--- src/rtl/alu_pkg.sv ---
// ----------------------------------------------------------------------------
// alu_pkg
// Shared types and constants for the ALU command sequencer slice.
//   - ALU_W        : ALU data width (4 bits)
//   - alu_op_e     : opcode encoding seen on alu_op / cmd_op
//   - alu_cmd_t    : one buffered command {a, b, op}
//   - alu_cmd_chain_t : command plus the chain flag, used only when the
//                    ALU_SEQ_CHAIN_EN build option is enabled
//   - alu_rsp_t    : one buffered response {result, carry, zero}
// ----------------------------------------------------------------------------
package alu_pkg;

    localparam int ALU_W = 4;

    typedef enum logic [1:0] {
        ALU_OP_ADD = 2'b00,
        ALU_OP_SUB = 2'b01,
        ALU_OP_AND = 2'b10,
        ALU_OP_OR  = 2'b11
    } alu_op_e;

    typedef logic [ALU_W-1:0] alu_data_t;

    typedef struct packed {
        alu_data_t  a;
        alu_data_t  b;
        logic [1:0] op;
    } alu_cmd_t;

    typedef struct packed {
        logic     chain;
        alu_cmd_t cmd;
    } alu_cmd_chain_t;

    typedef struct packed {
        alu_data_t result;
        logic      carry;
        logic      zero;
    } alu_rsp_t;

endpackage

--- src/rtl/alu_cmd_sequencer_if.sv ---
// ----------------------------------------------------------------------------
// alu_cmd_sequencer_if
// Bundles the three buses around the sequencer:
//   command side : cmd_valid/cmd_ready handshake with cmd_a, cmd_b, cmd_op,
//                  cmd_chain
//   ALU side     : registered operands alu_a/alu_b/alu_op out, registered
//                  alu_result/alu_carry/alu_zero back
//   response side: rsp_valid/rsp_ready handshake with rsp_result, rsp_carry,
//                  rsp_zero
// Modports: slave = the sequencer, master = its environment (producer,
// ALU and consumer).
// ----------------------------------------------------------------------------
interface alu_cmd_sequencer_if;
    import alu_pkg::*;

    logic             cmd_valid;
    logic             cmd_ready;
    alu_data_t        cmd_a;
    alu_data_t        cmd_b;
    logic [1:0]       cmd_op;
    logic             cmd_chain;

    alu_data_t        alu_a;
    alu_data_t        alu_b;
    logic [1:0]       alu_op;
    alu_data_t        alu_result;
    logic             alu_carry;
    logic             alu_zero;

    logic             rsp_valid;
    logic             rsp_ready;
    alu_data_t        rsp_result;
    logic             rsp_carry;
    logic             rsp_zero;

    modport slave (
        input  cmd_valid, cmd_a, cmd_b, cmd_op, cmd_chain,
        output cmd_ready,
        output alu_a, alu_b, alu_op,
        input  alu_result, alu_carry, alu_zero,
        output rsp_valid, rsp_result, rsp_carry, rsp_zero,
        input  rsp_ready
    );

    modport master (
        output cmd_valid, cmd_a, cmd_b, cmd_op, cmd_chain,
        input  cmd_ready,
        input  alu_a, alu_b, alu_op,
        output alu_result, alu_carry, alu_zero,
        input  rsp_valid, rsp_result, rsp_carry, rsp_zero,
        output rsp_ready
    );

endinterface

--- src/rtl/alu_sync_fifo.sv ---
// ----------------------------------------------------------------------------
// alu_sync_fifo
// Single-clock FIFO with a registered occupancy count. Full/empty are left
// to the user, who derives them from count_o so that both come straight
// from registered state.
// Parameters: WIDTH (entry width), DEPTH (entries, power of two, >= 2)
// Ports:
//   clk, rst_n  : clock, asynchronous active-low reset (empties the FIFO)
//   push_i      : write data_i this edge (ignored when full unless popping)
//   data_i      : write data
//   pop_i       : discard head this edge (ignored when empty)
//   data_o      : head entry, forced to zero while empty
//   count_o     : number of stored entries (0..DEPTH)
// ----------------------------------------------------------------------------
module alu_sync_fifo #(
    parameter int WIDTH = 8,
    parameter int DEPTH = 4
) (
    input  logic                   clk,
    input  logic                   rst_n,
    input  logic                   push_i,
    input  logic [WIDTH-1:0]       data_i,
    input  logic                   pop_i,
    output logic [WIDTH-1:0]       data_o,
    output logic [$clog2(DEPTH):0] count_o
);

    localparam int AW = $clog2(DEPTH);
    localparam int CW = AW + 1;

    logic [WIDTH-1:0] mem_q [DEPTH];
    logic [AW-1:0]    rd_ptr_q;
    logic [AW-1:0]    wr_ptr_q;
    logic [CW-1:0]    count_q;
    logic             push_ok;
    logic             pop_ok;

    // A push on full is accepted when the head leaves on the same edge;
    // the write then lands in the slot being vacated.
    assign pop_ok  = pop_i && (count_q != '0);
    assign push_ok = push_i && ((count_q != CW'(DEPTH)) || pop_i);

    // Storage needs no reset: entries are only visible through count_q.
    always_ff @(posedge clk) begin
        if (push_ok) begin
            mem_q[wr_ptr_q] <= data_i;
        end
    end

    // Pointers wrap naturally because DEPTH is a power of two.
    always_ff @(posedge clk or negedge rst_n) begin
        if (!rst_n) begin
            rd_ptr_q <= '0;
            wr_ptr_q <= '0;
            count_q  <= '0;
        end else begin
            if (push_ok) begin
                wr_ptr_q <= wr_ptr_q + AW'(1);
            end
            if (pop_ok) begin
                rd_ptr_q <= rd_ptr_q + AW'(1);
            end
            if (push_ok && !pop_ok) begin
                count_q <= count_q + CW'(1);
            end else if (pop_ok && !push_ok) begin
                count_q <= count_q - CW'(1);
            end
        end
    end

    assign data_o  = (count_q == '0) ? '0 : mem_q[rd_ptr_q];
    assign count_o = count_q;

endmodule

--- src/rtl/alu_cmd_sequencer.sv ---
// ----------------------------------------------------------------------------
// alu_cmd_sequencer
// Wrapper around a registered 4-bit ALU. Commands are buffered in a FIFO and
// issued at most one per cycle onto the ALU operand registers. Two pipeline
// valid bits follow each issued command through the ALU's one-cycle latency
// and the result is captured into a response FIFO. Issue is throttled by a
// credit check so that a captured result always finds room.
// Parameters: CMD_DEPTH, RSP_DEPTH (power of two, >= 2)
// Ports:
//   clk    : clock, rising edge
//   rst_n  : asynchronous active-low reset; drops everything queued/in flight
//   bus    : alu_cmd_sequencer_if.slave (command, ALU and response buses)
// Build option:
//   ALU_SEQ_CHAIN_EN - when defined, a command with cmd_chain = 1 takes its
//   A operand from the result of the previously issued command.
// ----------------------------------------------------------------------------
module alu_cmd_sequencer
    import alu_pkg::*;
#(
    parameter int CMD_DEPTH = 4,
    parameter int RSP_DEPTH = 4
) (
    input  logic                  clk,
    input  logic                  rst_n,
    alu_cmd_sequencer_if.slave    bus
);

    localparam int CCW = $clog2(CMD_DEPTH) + 1;
    localparam int RCW = $clog2(RSP_DEPTH) + 1;

`ifdef ALU_SEQ_CHAIN_EN
    typedef alu_cmd_chain_t cmd_entry_t;
`else
    typedef alu_cmd_t cmd_entry_t;
`endif

    cmd_entry_t     cmd_wdata;
    cmd_entry_t     cmd_head;
    logic [CCW-1:0] cmd_count;
    logic           cmd_ready;
    logic           cmd_push;

    alu_rsp_t       rsp_wdata;
    alu_rsp_t       rsp_head;
    logic [RCW-1:0] rsp_count;
    logic           rsp_valid;
    logic           rsp_pop;

    logic           v1_q, v1_d;
    logic           v2_q;
    alu_data_t      alu_a_q, alu_a_d;
    alu_data_t      alu_b_q, alu_b_d;
    logic [1:0]     alu_op_q, alu_op_d;
    logic [RCW:0]   credit_used;
    logic           credit_ok;
    logic           issue;

`ifdef ALU_SEQ_CHAIN_EN
    alu_data_t      last_result_q;
`endif

    // Handshake flags depend only on the registered FIFO counts.
    assign cmd_ready = (cmd_count != CCW'(CMD_DEPTH));
    assign cmd_push  = bus.cmd_valid && cmd_ready;
    assign rsp_valid = (rsp_count != '0);
    assign rsp_pop   = rsp_valid && bus.rsp_ready;

    // Pack the incoming command; the chain flag is only stored when chaining
    // is built in.
    always_comb begin
        cmd_wdata = '0;
`ifdef ALU_SEQ_CHAIN_EN
        cmd_wdata.chain  = bus.cmd_chain;
        cmd_wdata.cmd.a  = bus.cmd_a;
        cmd_wdata.cmd.b  = bus.cmd_b;
        cmd_wdata.cmd.op = bus.cmd_op;
`else
        cmd_wdata.a  = bus.cmd_a;
        cmd_wdata.b  = bus.cmd_b;
        cmd_wdata.op = bus.cmd_op;
`endif
    end

    alu_sync_fifo #(
        .WIDTH ($bits(cmd_entry_t)),
        .DEPTH (CMD_DEPTH)
    ) u_cmd_fifo (
        .clk     (clk),
        .rst_n   (rst_n),
        .push_i  (cmd_push),
        .data_i  (cmd_wdata),
        .pop_i   (issue),
        .data_o  (cmd_head),
        .count_o (cmd_count)
    );

    // Credit check: buffered responses plus results still in the ALU pipe
    // must leave a free slot. A pop on this same edge is deliberately not
    // counted, which keeps the check free of any path from rsp_ready.
    always_comb begin
        credit_used = (RCW+1)'(rsp_count) + (RCW+1)'(v1_q) + (RCW+1)'(v2_q);
        credit_ok   = credit_used < (RCW+1)'(RSP_DEPTH);
    end

    // Issue decision and next values for the ALU operand registers.
    // A chained command waits while its predecessor is still in the operand
    // stage; once it reaches the ALU output it is forwarded directly,
    // otherwise the last captured result is used.
    always_comb begin
        issue    = (cmd_count != '0) && credit_ok;
        alu_a_d  = alu_a_q;
        alu_b_d  = alu_b_q;
        alu_op_d = alu_op_q;
`ifdef ALU_SEQ_CHAIN_EN
        if (cmd_head.chain && v1_q) begin
            issue = 1'b0;
        end
        if (issue) begin
            alu_a_d  = cmd_head.chain ? (v2_q ? bus.alu_result : last_result_q)
                                      : cmd_head.cmd.a;
            alu_b_d  = cmd_head.cmd.b;
            alu_op_d = cmd_head.cmd.op;
        end
`else
        if (issue) begin
            alu_a_d  = cmd_head.a;
            alu_b_d  = cmd_head.b;
            alu_op_d = cmd_head.op;
        end
`endif
        v1_d = issue;
    end

    // Operand registers and the two pipeline valid bits tracking the ALU's
    // one-cycle latency.
    always_ff @(posedge clk or negedge rst_n) begin
        if (!rst_n) begin
            v1_q     <= 1'b0;
            v2_q     <= 1'b0;
            alu_a_q  <= '0;
            alu_b_q  <= '0;
            alu_op_q <= ALU_OP_ADD;
        end else begin
            v1_q     <= v1_d;
            v2_q     <= v1_q;
            alu_a_q  <= alu_a_d;
            alu_b_q  <= alu_b_d;
            alu_op_q <= alu_op_d;
        end
    end

`ifdef ALU_SEQ_CHAIN_EN
    // Remembers the most recent captured result for chained commands that
    // issue after their predecessor has left the ALU.
    always_ff @(posedge clk or negedge rst_n) begin
        if (!rst_n) begin
            last_result_q <= '0;
        end else if (v2_q) begin
            last_result_q <= bus.alu_result;
        end
    end
`endif

    // Capture the ALU output whenever a valid result is present; the credit
    // check guarantees the response FIFO has room.
    always_comb begin
        rsp_wdata        = '0;
        rsp_wdata.result = bus.alu_result;
        rsp_wdata.carry  = bus.alu_carry;
        rsp_wdata.zero   = bus.alu_zero;
    end

    alu_sync_fifo #(
        .WIDTH ($bits(alu_rsp_t)),
        .DEPTH (RSP_DEPTH)
    ) u_rsp_fifo (
        .clk     (clk),
        .rst_n   (rst_n),
        .push_i  (v2_q),
        .data_i  (rsp_wdata),
        .pop_i   (rsp_pop),
        .data_o  (rsp_head),
        .count_o (rsp_count)
    );

    assign bus.cmd_ready  = cmd_ready;
    assign bus.alu_a      = alu_a_q;
    assign bus.alu_b      = alu_b_q;
    assign bus.alu_op     = alu_op_q;
    assign bus.rsp_valid  = rsp_valid;
    assign bus.rsp_result = rsp_head.result;
    assign bus.rsp_carry  = rsp_head.carry;
    assign bus.rsp_zero   = rsp_head.zero;

endmodule

--- src/flat_wrapper.sv ---
// flat-port wrapper written by rule: the top's interface ports become plain ports
module alu_cmd_sequencer_flat import alu_pkg::*;
#(
    parameter int CMD_DEPTH = 4,
    parameter int RSP_DEPTH = 4
)
  (clk, rst_n, bus_cmd_valid, bus_cmd_a, bus_cmd_b, bus_cmd_op, bus_cmd_chain, bus_cmd_ready, bus_alu_a, bus_alu_b, bus_alu_op, bus_alu_result, bus_alu_carry, bus_alu_zero, bus_rsp_valid, bus_rsp_result, bus_rsp_carry, bus_rsp_zero, bus_rsp_ready);
  alu_cmd_sequencer_if bus_i ();
  input  logic clk;
  input  logic rst_n;
  input wire logic [$bits(bus_i.cmd_valid)-1:0] bus_cmd_valid;
  input wire logic [$bits(bus_i.cmd_a)-1:0] bus_cmd_a;
  input wire logic [$bits(bus_i.cmd_b)-1:0] bus_cmd_b;
  input wire logic [$bits(bus_i.cmd_op)-1:0] bus_cmd_op;
  input wire logic [$bits(bus_i.cmd_chain)-1:0] bus_cmd_chain;
  output wire logic [$bits(bus_i.cmd_ready)-1:0] bus_cmd_ready;
  output wire logic [$bits(bus_i.alu_a)-1:0] bus_alu_a;
  output wire logic [$bits(bus_i.alu_b)-1:0] bus_alu_b;
  output wire logic [$bits(bus_i.alu_op)-1:0] bus_alu_op;
  input wire logic [$bits(bus_i.alu_result)-1:0] bus_alu_result;
  input wire logic [$bits(bus_i.alu_carry)-1:0] bus_alu_carry;
  input wire logic [$bits(bus_i.alu_zero)-1:0] bus_alu_zero;
  output wire logic [$bits(bus_i.rsp_valid)-1:0] bus_rsp_valid;
  output wire logic [$bits(bus_i.rsp_result)-1:0] bus_rsp_result;
  output wire logic [$bits(bus_i.rsp_carry)-1:0] bus_rsp_carry;
  output wire logic [$bits(bus_i.rsp_zero)-1:0] bus_rsp_zero;
  input wire logic [$bits(bus_i.rsp_ready)-1:0] bus_rsp_ready;
  assign bus_i.cmd_valid = bus_cmd_valid;
  assign bus_i.cmd_a = bus_cmd_a;
  assign bus_i.cmd_b = bus_cmd_b;
  assign bus_i.cmd_op = bus_cmd_op;
  assign bus_i.cmd_chain = bus_cmd_chain;
  assign bus_cmd_ready = bus_i.cmd_ready;
  assign bus_alu_a = bus_i.alu_a;
  assign bus_alu_b = bus_i.alu_b;
  assign bus_alu_op = bus_i.alu_op;
  assign bus_i.alu_result = bus_alu_result;
  assign bus_i.alu_carry = bus_alu_carry;
  assign bus_i.alu_zero = bus_alu_zero;
  assign bus_rsp_valid = bus_i.rsp_valid;
  assign bus_rsp_result = bus_i.rsp_result;
  assign bus_rsp_carry = bus_i.rsp_carry;
  assign bus_rsp_zero = bus_i.rsp_zero;
  assign bus_i.rsp_ready = bus_rsp_ready;
  alu_cmd_sequencer #(.CMD_DEPTH(CMD_DEPTH), .RSP_DEPTH(RSP_DEPTH)) u_core (.clk(clk), .rst_n(rst_n), .bus(bus_i));
endmodule
--- config.mk ---
export PLATFORM = sky130hd
export DESIGN_NAME = alu_cmd_sequencer_flat
export DESIGN_NICKNAME = d
export VERILOG_FILES = /design/src/rtl/alu_pkg.sv /design/src/rtl/alu_cmd_sequencer_if.sv /design/src/rtl/alu_sync_fifo.sv /design/src/rtl/alu_cmd_sequencer.sv /design/src/flat_wrapper.sv
export SDC_FILE = /design/constraint.sdc
export NUM_CORES = 1
export LEC_CHECK = 0
export CAP_MARGIN = 5
export CORE_AREA = 2 2 81 83
export DETAILED_ROUTE_END_ITERATION = 10
export DIE_AREA = 0 0 83 85
export PLACE_DENSITY = 0.79
export SYNTH_ARGS = -nofsm -noshare
export SYNTH_HDL_FRONTEND = slang
export SYNTH_SLANG_ARGS = --single-unit
--- constraint.sdc ---
create_clock -name clk -period 4 [get_ports clk]
set_input_delay 0.8 -clock clk [delete_from_list [all_inputs] [get_ports clk]]
set_output_delay 0.8 -clock clk [all_outputs]
set_load 0.1 [all_outputs]
=== Yosys cells after proc, flatten, opt, wreduce, memory -nomap -nowiden ===
Memory sizes are Yosys's and may differ from the RTL's. A register that Yosys moved wholly into a read port is not among the register bits.
Cells that the tools add are included.

* Equality and inequality tests: 2
* Multiplexer cells: 9
* $lt $le $gt $ge: 1
* Reductions and logical operators: 23
* Add/subtract/negate cells: 10

{| class="wikitable"
|+ Operators with widths
! kind !! number
|-
| $mux W3 || 4
|-
| $logic_and A1 B1 Y1 || 11
|-
| $add A2 B1 Y2 const B || 4
|-
| $add A3 B1 Y3 const B || 2
|-
| $mux W6 || 1
|-
| $ne A3 B3 Y1 const B || 2
|-
| $reduce_bool A3 Y1 || 2
|-
| $sub A3 B1 Y3 const B || 2
|-
| $logic_not A1 Y1 || 5
|-
| $add A3 B1 Y4 || 1
|-
| $add A4 B1 Y4 || 1
|-
| $lt A4 B3 Y1 const B || 1
|-
| $mux W1 || 4
|-
| $reduce_bool A2 Y1 || 2
|-
| $logic_not A3 Y1 || 1
|-
| $logic_or A1 B1 Y1 || 2
|}

* RAM bits: 64
* Word-level logic and storage cells: 55
* Output and inout bits: 18
* Register bits: 16
* Input port bits: 21
* Memories kept: 2

{| class="wikitable"
|+ Memories
! memory !! words !! bits a word !! rd ports !! clocked after Yosys merged registers in !! wr ports !! RTL line !! text
|-
| u_core.u_cmd_fifo.mem_q || 4 || 10 || 1 || 1 || 1 || alu_sync_fifo.sv:31 || <nowiki>logic [WIDTH-1:0] mem_q [DEPTH];</nowiki>
|-
| u_core.u_rsp_fifo.mem_q || 4 || 6 || 1 || 0 || 1 || alu_sync_fifo.sv:31 ||
|}

=== Longest topological paths before layout ===
Gate-level depths: netlist (run 1).

* Depth in word-level cells: 10
* Depth in mapped cells: 11
* Mapped depth without buffers: 10

=== Cells and area by module ===
From an unflattened synthesis (run 1), not the netlist that was laid out.

* Cells, all modules: 202
* Area total of the unflattened synthesis: 3748.6 um^2

{| class="wikitable"
|+ Modules (own cells, without submodules)
! module !! instances !! area an instance (um^2) !! sequential area each (um^2) !! cells an instance
|-
| alu_sync_fifo (u_core.u_cmd_fifo) || 1 || 1933.1 || 1376.3 || 97
|-
| alu_sync_fifo (u_core.u_rsp_fifo) || 1 || 1327.5 || 895.9 || 73
|-
| alu_cmd_sequencer || 1 || 488.0 || 300.3 || 32
|}

=== Least setup slack after synthesis (run 1) ===
No wires, ideal clock.

* Kind: reg-to-output
* From: register u_core.u_rsp_fifo.count_q[0] (netlist: u_core.u_rsp_fifo.count_o[0])
* To: output bus_rsp_carry
* Path slack: 0.820 ns
* Arrival: 2.380 ns
* Required time: 3.200 ns
* Cell stages (with the launch flop): 4
* Buffers on the path: 1
* Cell sequence: dfrtp_1 -> or3_1 -> clkbuf_1 -> and2_1

* Longest elaborated chain between the ends: 2

{| class="wikitable"
|+ RTL lines
! what !! RTL line !! text
|-
| from (decl) || alu_sync_fifo.sv:34 || <nowiki>logic [CW-1:0] count_q;</nowiki>
|-
| from (signal assigned) || alu_sync_fifo.sv:64 || <nowiki>count_q <= count_q + CW'(1);</nowiki>
|-
| from (signal assigned) || alu_sync_fifo.sv:66 || <nowiki>count_q <= count_q - CW'(1);</nowiki>
|-
| $logic_not A3 Y1 || alu_sync_fifo.sv:71 || <nowiki>assign data_o = (count_q == '0) ? '0 : mem_q[rd_ptr_q];</nowiki>
|-
| $mux W6 || alu_sync_fifo.sv:71 ||
|-
| to (decl) || flat_wrapper.sv:25 || <nowiki>output wire logic [$bits(bus_i.rsp_carry)-1:0] bus_rsp_carry;</nowiki>
|}

No other way between the ends.

=== Final worst setup path (run 1) ===
* From: register u_core.u_rsp_fifo.count_q[0] (netlist: u_core.u_rsp_fifo.count_o[0])
* To: output bus_rsp_valid

* Longest elaborated chain between the ends: 1

{| class="wikitable"
|+ RTL lines
! what !! RTL line !! text
|-
| $reduce_bool A3 Y1 || alu_cmd_sequencer.sv:65 || <nowiki>assign rsp_valid = (rsp_count != '0);</nowiki>
|-
| to (decl) || flat_wrapper.sv:23 || <nowiki>output wire logic [$bits(bus_i.rsp_valid)-1:0] bus_rsp_valid;</nowiki>
|}

No other way between the ends.

==> out/summary.md, run 1 <==
## Run status
• complete, no violations — outcome

## Synth
• 0 — Ys Warns
• 1.31% — area fraction in compound gates after synthesis
• multiplexers — dominant combinational cell family by area after synthesis
• 14.8% — mux share of post-synthesis cell area
• 52.9% — share of the synthesized area in the top cell type
• 4.89% — arithmetic-cell share of the synthesized area counting full adders, half adders and majority gates
• 70.8% — sequential share of the synthesized area
• 27 — number of distinct library cells after synthesis
• sky130_fd_sc_hd__edfxtp_1, sky130_fd_sc_hd__dfrtp_1, sky130_fd_sc_hd__mux4_2, sky130_fd_sc_hd__mux2_2, sky130_fd_sc_hd__ha_1 — dominant cells by area after synthesis
• sky130_fd_sc_hd__edfxtp_1 — most instantiated flip-flop cell in the synthesis netlist
• 3.38% — simple-gate portion of the synthesized area
• 2.89% — xor and xnor area share after synthesis
• 90 — FF+latch count, synth
• 3630 µm² — Synth Cell Area
• 19.4 µm² — Avg Cell Area, Syn
• 28.9% — Async SR Flop Fraction
• 64 — Post-synth EDFFs
• 221 — net count after synthesis
• 187 — cell count after synthesis
• sky130_fd_sc_hd__edfxtp_1 — leading area contributor after synthesis

## Timing
• false — unrepaired setup endpoints after global routing
• 316 MHz — Max Clock Freq
• 0 — count of final max-slew check failures
• 987 ps — pin slew with the least headroom to its limit
• 9.61 ps — clock skew after layout
• 0 — number of endpoints failing setup at the final stage
• 79.0% — crit share post-route
• 34.0% — remaining max-slew budget at the tightest pin
• 0 — final hold violations
• 840 ps — setup slack of the critical path after layout
• 0 ps — Sum Neg Setup Slack
• 3160 ps — crit path time final

## Clock tree
• 2 — clk buf depth
• 9 — Inserted Clock Buffers
• 360 ps — clock latency on the worst-skew pair
• sky130_fd_sc_hd__clkbuf_8 — clock tree root buffer cell
• 90 ps — Clock transition at path regs
• 0 — Gates resized, CTS repair
• yes — CTS tree
• 3 — total number of H-tree levels
• 0 — Post-CTS Setup Repair Bufs
• 90 — clock sink count
• 0 — hold buffers post-CTS

## Cells and area
• 21.2% — share of cells above drive strength 1
• 0 — Antenna Diode Count
• 265 — net total in the final layout
• 68.7% — post-layout util
• 17.4% — area added between synthesis and finish

## Detailed routing
• 17.9 µm — mean routed wirelength per cell
• 5.52 — number of vias per cell after detailed routing
• 1728 — via count
• 4 — TritonRoute pass-1 iters
• 0 — DRC Markers
• 0 — post-route antenna net violation count
• 5610 µm — total wirelength of the detailed-routed design
• 104 — detailed router's first-iteration violation count

## Floorplanning
• 39 — I/O pin count
• 7060 µm² — Die Area
• 58.5% — effective utilization at floorplan
• 29 — standard-cell rows
• 83 µm — die width
• 6200 µm² — core outline area
• 85 µm — height of the chip

## Global route
• 9420 µm — global-route wire length before repair
• 0 — global route total overflow
• 0 — initial antenna violation count
• 1908 — vias in the first global route
• 27 — largest net degree at the start of global routing
• 18.0% — Total GRT Usage

## Worst setup path
• output pin — kind of end point of the critical path
• 1480 ps — internal reg-to-reg setup slack
• 1020 ps — Max stage delay on crit path
• u_core.u_rsp_fifo.count_o[0] — startpoint of the most critical register-to-register path
• reg2out — path type of the worst setup path
• flop — Startpoint Class
• 1 — buffers and inverters on the worst path
• 9 — critical path peak fanout
• u_core.u_rsp_fifo.count_o[0] — launching element of the worst setup path
• buffers and inverters — Top delay family on crit path
• 3200 ps — required time of the critical path
• 2 — cell count along the critical path
• u_core.u_cmd_fifo.count_o[1] — Reg2Reg Capture Point
• 2360 ps — CP arrival
• or3_1 -> clkdlybuf4s50_1 — CP cell instances
• 9 — length in cells of the worst reg-to-reg path
• bus_rsp_valid — critical path endpoint
• sky130_fd_sc_hd__clkdlybuf4s50_1 — cell with the largest stage delay on the worst path

## Placement
• 37 — count of input and output buffers
• 1070 ps — post-place setup slack
• 0.685 — weighted congestion at the end of routability-driven global placement
• 3680 µm — HPWL reported at the end of detailed placement

## Run
• 0 — Max Cap Violations

## Worst hold path
• reg2reg — hold crit path type

==> through the flow <==
stage	hold WS (ps)	std cells	cell area [µm²]
2_1_floorplan	354	187	3630
4_1_cts	389	313	4260
6_report	386	313	4260
3_5_place_dp	368	297	4060
3_3_place_gp	358	297	4060
5_1_grt	401	313	4260
==> worst reg2reg max path, cell delays in order (launching register included) <==
cell and delay, ps:
sky130_fd_sc_hd__dfrtp_1 470, sky130_fd_sc_hd__ha_1 300, sky130_fd_sc_hd__a21o_1 190, sky130_fd_sc_hd__a211oi_2 200, sky130_fd_sc_hd__buf_4 260, sky130_fd_sc_hd__inv_1 70, sky130_fd_sc_hd__ha_1 200, sky130_fd_sc_hd__inv_1 70
sky130_fd_sc_hd__fa_1 400, sky130_fd_sc_hd__mux2_2 260
==> per-layer routing <==
layer  GRT usage, %  up-vias  share of wire, %
li1               -      798                 -
met1           21.2      886                43
met2           31.2       34                51
met3           3.89       10               3.5
met4           9.39        0               2.3
met5              0        -                 0
==> cells in the final DEF (no fill, tap or decap) <==
cell type / synthesis / routed
sky130_fd_sc_hd__a211oi_2: 1 / 1
sky130_fd_sc_hd__and2_1: 14 / 14
sky130_fd_sc_hd__a21o_1: 1 / 1
sky130_fd_sc_hd__xnor2_1: 8 / 8
sky130_fd_sc_hd__fa_1: 2 / 2
sky130_fd_sc_hd__mux2_1: 1 / 1
sky130_fd_sc_hd__bufinv_16: 0 / 1
sky130_fd_sc_hd__inv_6: 0 / 1
sky130_fd_sc_hd__mux4_2: 11 / 11
sky130_fd_sc_hd__or3_1: 1 / 1
sky130_fd_sc_hd__clkbuf_8: 0 / 9
sky130_fd_sc_hd__nand3_1: 1 / 1
sky130_fd_sc_hd__inv_1: 8 / 8
sky130_fd_sc_hd__nand2_1: 2 / 2
sky130_fd_sc_hd__a21boi_1: 1 / 1
sky130_fd_sc_hd__buf_4: 1 / 8
sky130_fd_sc_hd__edfxtp_1: 64 / 64
sky130_fd_sc_hd__xor2_1: 4 / 4
sky130_fd_sc_hd__clkinvlp_4: 0 / 4
sky130_fd_sc_hd__a2111oi_0: 1 / 1
sky130_fd_sc_hd__ha_1: 11 / 11
sky130_fd_sc_hd__clkdlybuf4s50_1: 0 / 31
sky130_fd_sc_hd__dfrtp_1: 26 / 26
sky130_fd_sc_hd__nor3_1: 1 / 1
sky130_fd_sc_hd__inv_2: 1 / 1
sky130_fd_sc_hd__clkinv_4: 0 / 1
sky130_fd_sc_hd__mux4_1: 5 / 5
sky130_fd_sc_hd__o41a_1: 1 / 1
sky130_fd_sc_hd__mux2_2: 13 / 13
sky130_fd_sc_hd__nor2_1: 3 / 3
==> kinds of logic (layout without fill, tap and decap cells) <==
logic type / after synthesis / in the layout
compound gates: 5 / 5
mux: 30 / 30
xor+xnor: 12 / 12
flops: 90 / 90
fa+ha+maj: 13 / 13
simple gates: 22 / 22
buf+inv: 15 / 64
==> how the worst min path moves through the flow <==
stage / start / endpoint / slack (ps) / cells past startpoint
finish: u_core.v1_q / u_core.v2_q / 390 / 0
global route: u_core.v1_q / u_core.v2_q / 400 / 0
CTS: u_core.v1_q / u_core.v2_q / 390 / 0
detailed placement: u_core.v1_q / u_core.v2_q / 370 / 0
global placement: u_core.v1_q / u_core.v2_q / 360 / 0
floorplan: u_core.v1_q / u_core.v2_q / 350 / 0
==> flip-flops by register name (all words and copies together) (netlist names), 2 cells and up <==
register and cells:
u_core.u_cmd_fifo.mem_q 40, u_core.bus.alu_a 4, u_core.u_cmd_fifo.count_o 3, u_core.u_cmd_fifo.wr_ptr_q 2
u_core.u_cmd_fifo.rd_ptr_q 2, u_core.u_rsp_fifo.count_o 3, u_core.u_rsp_fifo.mem_q 24, u_core.u_rsp_fifo.wr_ptr_q 2
u_core.bus.alu_op 2, u_core.bus.alu_b 4, u_core.u_rsp_fifo.rd_ptr_q 2
==> cells in the mapped netlist (2+ instances only) <==
library cell	n
sky130_fd_sc_hd__xor2_1	4
sky130_fd_sc_hd__edfxtp_1	64
sky130_fd_sc_hd__dfrtp_1	26
sky130_fd_sc_hd__and2_1	14
sky130_fd_sc_hd__mux4_1	5
sky130_fd_sc_hd__inv_1	8
sky130_fd_sc_hd__nor2_1	3
sky130_fd_sc_hd__clkbuf_1	3
sky130_fd_sc_hd__mux4_2	11
sky130_fd_sc_hd__fa_1	2
sky130_fd_sc_hd__ha_1	11
sky130_fd_sc_hd__xnor2_1	8
sky130_fd_sc_hd__nand2_1	2
sky130_fd_sc_hd__mux2_2	13
==> layout make-up <==
type	instances	area, µm²
multi-input cells	82	990
inverters	9	33.8
well taps	77	96.3
flip-flops and latches	90	2570
fillers	418	1940
repair buffers	39	370
clock buffers	9	124
clock inverters	7	77.6
Power of run 1 is left out: the tool's default activity adds up to more than one toggle a clock period on the data nets, which glitch-free logic cannot reach.
==> run 2: changes to the inputs <==
Settings changed: CORE_AREA 2 2 81 83 to 2 2 89 91, DIE_AREA 0 0 83 85 to 0 0 91 93, PLACE_DENSITY 0.79 to 0.69.
Clock period 4 ns to 2.9 ns, I/O delays scaled along.
==> out/summary.md, run 2 (same netlist as run 1, synthesis figures left out) <==
## Clock tree
• 0 — Gates resized, CTS repair, unchanged
• 0 — hold buffers post-CTS, unchanged
• 350 ps — clock latency on the worst-skew pair, about the same
• 0 — Post-CTS Setup Repair Bufs, unchanged
• 90 — clock sink count, unchanged
• 90 ps — Clock transition at path regs, about the same
• sky130_fd_sc_hd__clkbuf_8 — clock tree root buffer cell
• 3 — total number of H-tree levels, unchanged
• yes — CTS tree
• 9 — Inserted Clock Buffers, unchanged
• 2 — clk buf depth, unchanged

## Floorplanning
• 8460 µm² — Die Area, +20%
• 39 — I/O pin count, unchanged
• 48.2% — effective utilization at floorplan, -10 points
• 91 µm — die width, +9.6%
• 7530 µm² — core outline area, +21%
• 93 µm — height of the chip, +9.4%
• 32 — standard-cell rows, +10%

## Cells and area
• 56.8% — post-layout util, -12 points
• u_core.u_cmd_fifo.mem_q: 40 flops, u_core.u_rsp_fifo.mem_q: 24 flops — biggest registers after layout
• u_core.u_cmd_fifo.mem_q — register with the most flip-flops
• 4280 µm² — final instance area, +0.35%
• 0 — Antenna Diode Count, unchanged
• sky130_fd_sc_hd__edfxtp_1 — leading cell type in the layout, fill and taps excluded
• sky130_fd_sc_hd__edfxtp_1, sky130_fd_sc_hd__dfrtp_1, sky130_fd_sc_hd__buf_4, sky130_fd_sc_hd__clkdlybuf4s50_1, sky130_fd_sc_hd__and2_1 — leading cell types in the layout, fill and taps excluded
• 40 — flip-flop count of the largest register, all copies and words added, unchanged
• 26.5% — share of cells above drive strength 1, +5.3 points
• 17.8% — area added between synthesis and finish
• 267 — net total in the final layout, +0.75%

## Global route
• 0 — initial antenna violation count, unchanged
• 14.7% — Total GRT Usage, -3.3 points
• 27 — largest net degree at the start of global routing, unchanged
• 0 — global route total overflow, unchanged
• 9130 µm — global-route wire length before repair, -3.1%
• 1754 — vias in the first global route, -8.1%

## Detailed routing
• 5590 µm — total wirelength of the detailed-routed design, -0.23%
• 4.95 — number of vias per cell after detailed routing, -10%
• 0 — post-route antenna net violation count, unchanged
• 0 — DRC Markers, unchanged
• 59 — detailed router's first-iteration violation count, -43%
• 1683 — via count, -2.6%
• 3 — TritonRoute pass-1 iters, -1
• 16.4 µm — mean routed wirelength per cell, -8.2%

## Timing
• 8.42 ps — clock skew after layout, -1.19 ps
• 2500 ps — crit path time final
• false — unrepaired setup endpoints after global routing
• 627 ps — pin slew with the least headroom to its limit, -360 ps
• 0 ps — Sum Neg Setup Slack, unchanged
• 0 — number of endpoints failing setup at the final stage, unchanged
• 0 — count of final max-slew check failures, unchanged
• 86.3% — crit share post-route
• 396 ps — setup slack of the critical path after layout, -443 ps
• 58.2% — remaining max-slew budget at the tightest pin, +24 points
• 399 MHz — Max Clock Freq
• 0 — final hold violations, unchanged

## Worst setup path
• 630 ps — Max stage delay on crit path, -390 ps
• sky130_fd_sc_hd__dfrtp_1 — cell with the largest stage delay on the worst path
• 1 — buffers and inverters on the worst path, unchanged
• mux4_2 -> and2_1 -> buf_4 — CP cell instances
• 2320 ps — required time of the critical path, -880 ps
• 1920 ps — CP arrival, -440 ps
• output pin — kind of end point of the critical path
• flop — Startpoint Class
• reg2out — path type of the worst setup path
• flip-flops — Top delay family on crit path
• 8 — critical path peak fanout, -1

## Placement
• 37 — count of input and output buffers, unchanged
• 340 ps — post-place setup slack, -729 ps
• 3590 µm — HPWL reported at the end of detailed placement, -2.4%
• 0.757 — weighted congestion at the end of routability-driven global placement, +11%
• 4080 µm² — placed standard-cell area, +0.40%

## Worst hold path
• reg2reg — hold crit path type

## Run status
• complete, no violations — outcome

## Run
• 0 — Max Cap Violations, unchanged

-- run 2: final cells by class --
| type | instances | area [µm²] |
|---|---|---|
| multi-input combinational | 82 | 990 |
| timing repair buffer | 41 | 355 |
| clock buffer | 10 | 128 |
| sequential | 90 | 2570 |
| clock inverter | 6 | 72.6 |
| fill | 607 | 3250 |
| tap | 102 | 128 |
| inverter | 9 | 33.8 |
-- run 2: metal layers --
layer  GRT usage (%)  part of all wire (%)
met2            24.0                    52
met1            18.2                    42
met5               0                     0
met3            4.51                   4.2
met4            6.44                   1.6
-- run 2: metrics by stage --
stage,hold WS [ps],instances
3_3_place_gp,359,324
3_5_place_dp,366,324
4_1_cts,391,340
5_1_grt,404,340
6_report,391,340
2_1_floorplan,284,187
-- run 2: worst reg2reg max path, cell delays in order, from the launching register on --
cell and delay [ps]:
sky130_fd_sc_hd__dfrtp_1 470, sky130_fd_sc_hd__ha_1 300, sky130_fd_sc_hd__a21o_1 200, sky130_fd_sc_hd__a211oi_2 240, sky130_fd_sc_hd__inv_1 70, sky130_fd_sc_hd__ha_1 200
sky130_fd_sc_hd__inv_1 80, sky130_fd_sc_hd__fa_1 400, sky130_fd_sc_hd__mux2_2 270
-- run 2: final timing paths --
path	slack, ps	start	end	cells past startpoint
max	400	u_core.u_rsp_fifo.rd_ptr_q[0]	bus_rsp_result[1]	3
min	390	u_core.v1_q	u_core.v2_q	0
max reg2reg	590	u_core.u_rsp_fifo.count_o[0]	u_core.u_cmd_fifo.count_o[1]	8
min reg2reg	390	u_core.v1_q	u_core.v2_q	0
max in group asynchronous	2040	rst_n	u_core.bus.alu_b[2]	2
min in group asynchronous	590	rst_n	u_core.u_rsp_fifo.count_o[0]	2
Power of run 2 is left out for the same reason.
==> run 3: changes to the inputs <==
Settings changed: PLACE_DENSITY 0.69 to 0.84, SLEW_MARGIN from default to 0.
==> out/summary.md, run 3 (same netlist as run 1, synthesis figures left out) <==
## Worst setup path
• 2320 ps — required time of the critical path, about the same
• 640 ps — Max stage delay on crit path, about the same
• 8 — critical path peak fanout, unchanged
• flop — Startpoint Class
• u_core.u_cmd_fifo.count_o[1] — Reg2Reg Capture Point
• mux4_2 -> and2_1 -> buf_4 — CP cell instances
• u_core.u_rsp_fifo.count_o[0] — startpoint of the most critical register-to-register path
• sky130_fd_sc_hd__dfrtp_1 — cell with the largest stage delay on the worst path
• output pin — kind of end point of the critical path
• 600 ps — internal reg-to-reg setup slack, about the same
• 1940 ps — CP arrival, +20 ps
• reg2out — path type of the worst setup path
• 8 — length in cells of the worst reg-to-reg path, unchanged

## Run
• 0 — Max Cap Violations, unchanged

## Clock tree
• 0 — hold buffers post-CTS, unchanged
• 9 — Inserted Clock Buffers, unchanged
• yes — CTS tree
• 3 — total number of H-tree levels, unchanged
• 80 ps — Clock transition at path regs, about the same
• 2 — clk buf depth, unchanged
• 90 — clock sink count, unchanged
• 0 — Gates resized, CTS repair, unchanged
• sky130_fd_sc_hd__clkbuf_8 — clock tree root buffer cell
• 340 ps — clock latency on the worst-skew pair, about the same
• 0 — Post-CTS Setup Repair Bufs, unchanged

## Cells and area
• 0 — Antenna Diode Count, unchanged
• sky130_fd_sc_hd__edfxtp_1, sky130_fd_sc_hd__dfrtp_1, sky130_fd_sc_hd__buf_4, sky130_fd_sc_hd__clkdlybuf4s50_1, sky130_fd_sc_hd__and2_1 — leading cell types in the layout, fill and taps excluded
• sky130_fd_sc_hd__edfxtp_1 — leading cell type in the layout, fill and taps excluded
• 266 — net total in the final layout, -0.37%
• u_core.u_cmd_fifo.mem_q: 40 flops, u_core.u_rsp_fifo.mem_q: 24 flops — biggest registers after layout
• u_core.u_cmd_fifo.mem_q — register with the most flip-flops
• 40 — flip-flop count of the largest register, all copies and words added, unchanged
• 18.0% — area added between synthesis and finish, about the same
• 25.3% — share of cells above drive strength 1, -1.2 points

## Timing
• 2520 ps — crit path time final, +20.4 ps
• 649 ps — pin slew with the least headroom to its limit, +22.2 ps
• 0 — final hold violations, unchanged
• 0 — number of endpoints failing setup at the final stage, unchanged
• 0 — count of final max-slew check failures, unchanged
• 0 ps — Sum Neg Setup Slack, unchanged
• 8.86 ps — clock skew after layout, +0.446 ps
• false — unrepaired setup endpoints after global routing
• 56.7% — remaining max-slew budget at the tightest pin, -1.5 points
• 87.0% — crit share post-route, +0.70 points
• 396 MHz — Max Clock Freq, -0.81%

## Detailed routing
• 1744 — via count, +3.6%
• 76 — detailed router's first-iteration violation count, +29%
• 16.8 µm — mean routed wirelength per cell, +2.0%
• 0 — post-route antenna net violation count, unchanged
• 5.14 — number of vias per cell after detailed routing, +3.9%
• 5690 µm — total wirelength of the detailed-routed design, +1.7%
• 0 — DRC Markers, unchanged
• 4 — TritonRoute pass-1 iters, +1

## Floorplanning
• 32 — standard-cell rows, unchanged
• 93 µm — height of the chip, unchanged
• 91 µm — die width, unchanged
• 8460 µm² — Die Area, unchanged
• 48.2% — effective utilization at floorplan, unchanged
• 7530 µm² — core outline area, unchanged
• 39 — I/O pin count, unchanged

## Global route
• 1820 — vias in the first global route, +3.8%
• 0 — global route total overflow, unchanged
• 14.6% — Total GRT Usage, -0.035 points
• 9280 µm — global-route wire length before repair, +1.7%
• 0 — initial antenna violation count, unchanged
• 27 — largest net degree at the start of global routing, unchanged

## Placement
• 3780 µm — HPWL reported at the end of detailed placement, +5.3%
• 37 — count of input and output buffers, unchanged
• 0.762 — weighted congestion at the end of routability-driven global placement, +0.65%

## Worst hold path
• u_core.v1_q — Hold Path Origin
• reg2reg — hold crit path type
• 0 — depth of the worst hold-timing path, unchanged
• u_core.v2_q — Hold EP

## Run status
• complete, no violations — outcome

[run 3: cell types whose count changed in the layout (fill, tap and decap cells not counted)]
cell / previous run / this run
sky130_fd_sc_hd__inv_6: 3 / 0
sky130_fd_sc_hd__buf_4: 22 / 21
sky130_fd_sc_hd__bufinv_16: 1 / 2
sky130_fd_sc_hd__clkbuf_1: 1 / 3
[run 3: metrics by stage]
step                      hold WS, ps  instances  area [µm²]  utilization (%)  worst slack [ps]
after global routing              396        339        4280             56.9               270
after floorplan                   284        187        3630                -               406
after CTS                         384        339        4280             56.9               339
final                             383        339        4280             56.9               376
after global placement            357        323        4070             54.1               227
after detailed placement          366        323        4070             54.1               159
[run 3: routing by layer]
metal | wire, µm | part of all wire, % | up-vias | global-route usage [%]
li1 | - | - | 799 | -
met1 | 2410 | 42 | 894 | 18.4
met2 | 2950 | 52 | 45 | 24.6
met3 | 261 | 4.6 | 6 | 3.79
met4 | 68 | 1.2 | 0 | 5.68
met5 | 0 | 0 | - | 0
[run 3: critical path, delay by kind of cell (launching register included)]
kind	cells	cell delay (ps)
DFF	1	640
and+or+nand+nor	1	170
muxes	1	570
buffers and inverters	1	230
[run 3: how the worst max path moves through the flow]
stage | start | end | slack, ps | cells past startpoint
floorplan | u_core.u_rsp_fifo.count_o[0] | u_core.u_cmd_fifo.count_o[1] | 410 | 9
global placement | bus_rsp_ready | u_core.u_rsp_fifo.count_o[1] | 230 | 6
detailed placement | bus_rsp_ready | u_core.u_rsp_fifo.count_o[1] | 160 | 6
CTS | u_core.u_rsp_fifo.rd_ptr_q[0] | bus_rsp_result[1] | 340 | 3
global route | u_core.u_rsp_fifo.rd_ptr_q[0] | bus_rsp_result[1] | 270 | 3
finish | u_core.u_rsp_fifo.rd_ptr_q[0] | bus_rsp_result[1] | 380 | 3
[run 3: layout make-up]
class | instances | area, µm²
inverters | 9 | 33.8
multi-input cells | 82 | 990
clock buffers | 12 | 135
fillers | 593 | 3240
well taps | 102 | 128
flip-flops and latches | 90 | 2570
repair buffers | 40 | 348
clock inverters | 4 | 76.3
Power of run 3 is left out for the same reason.
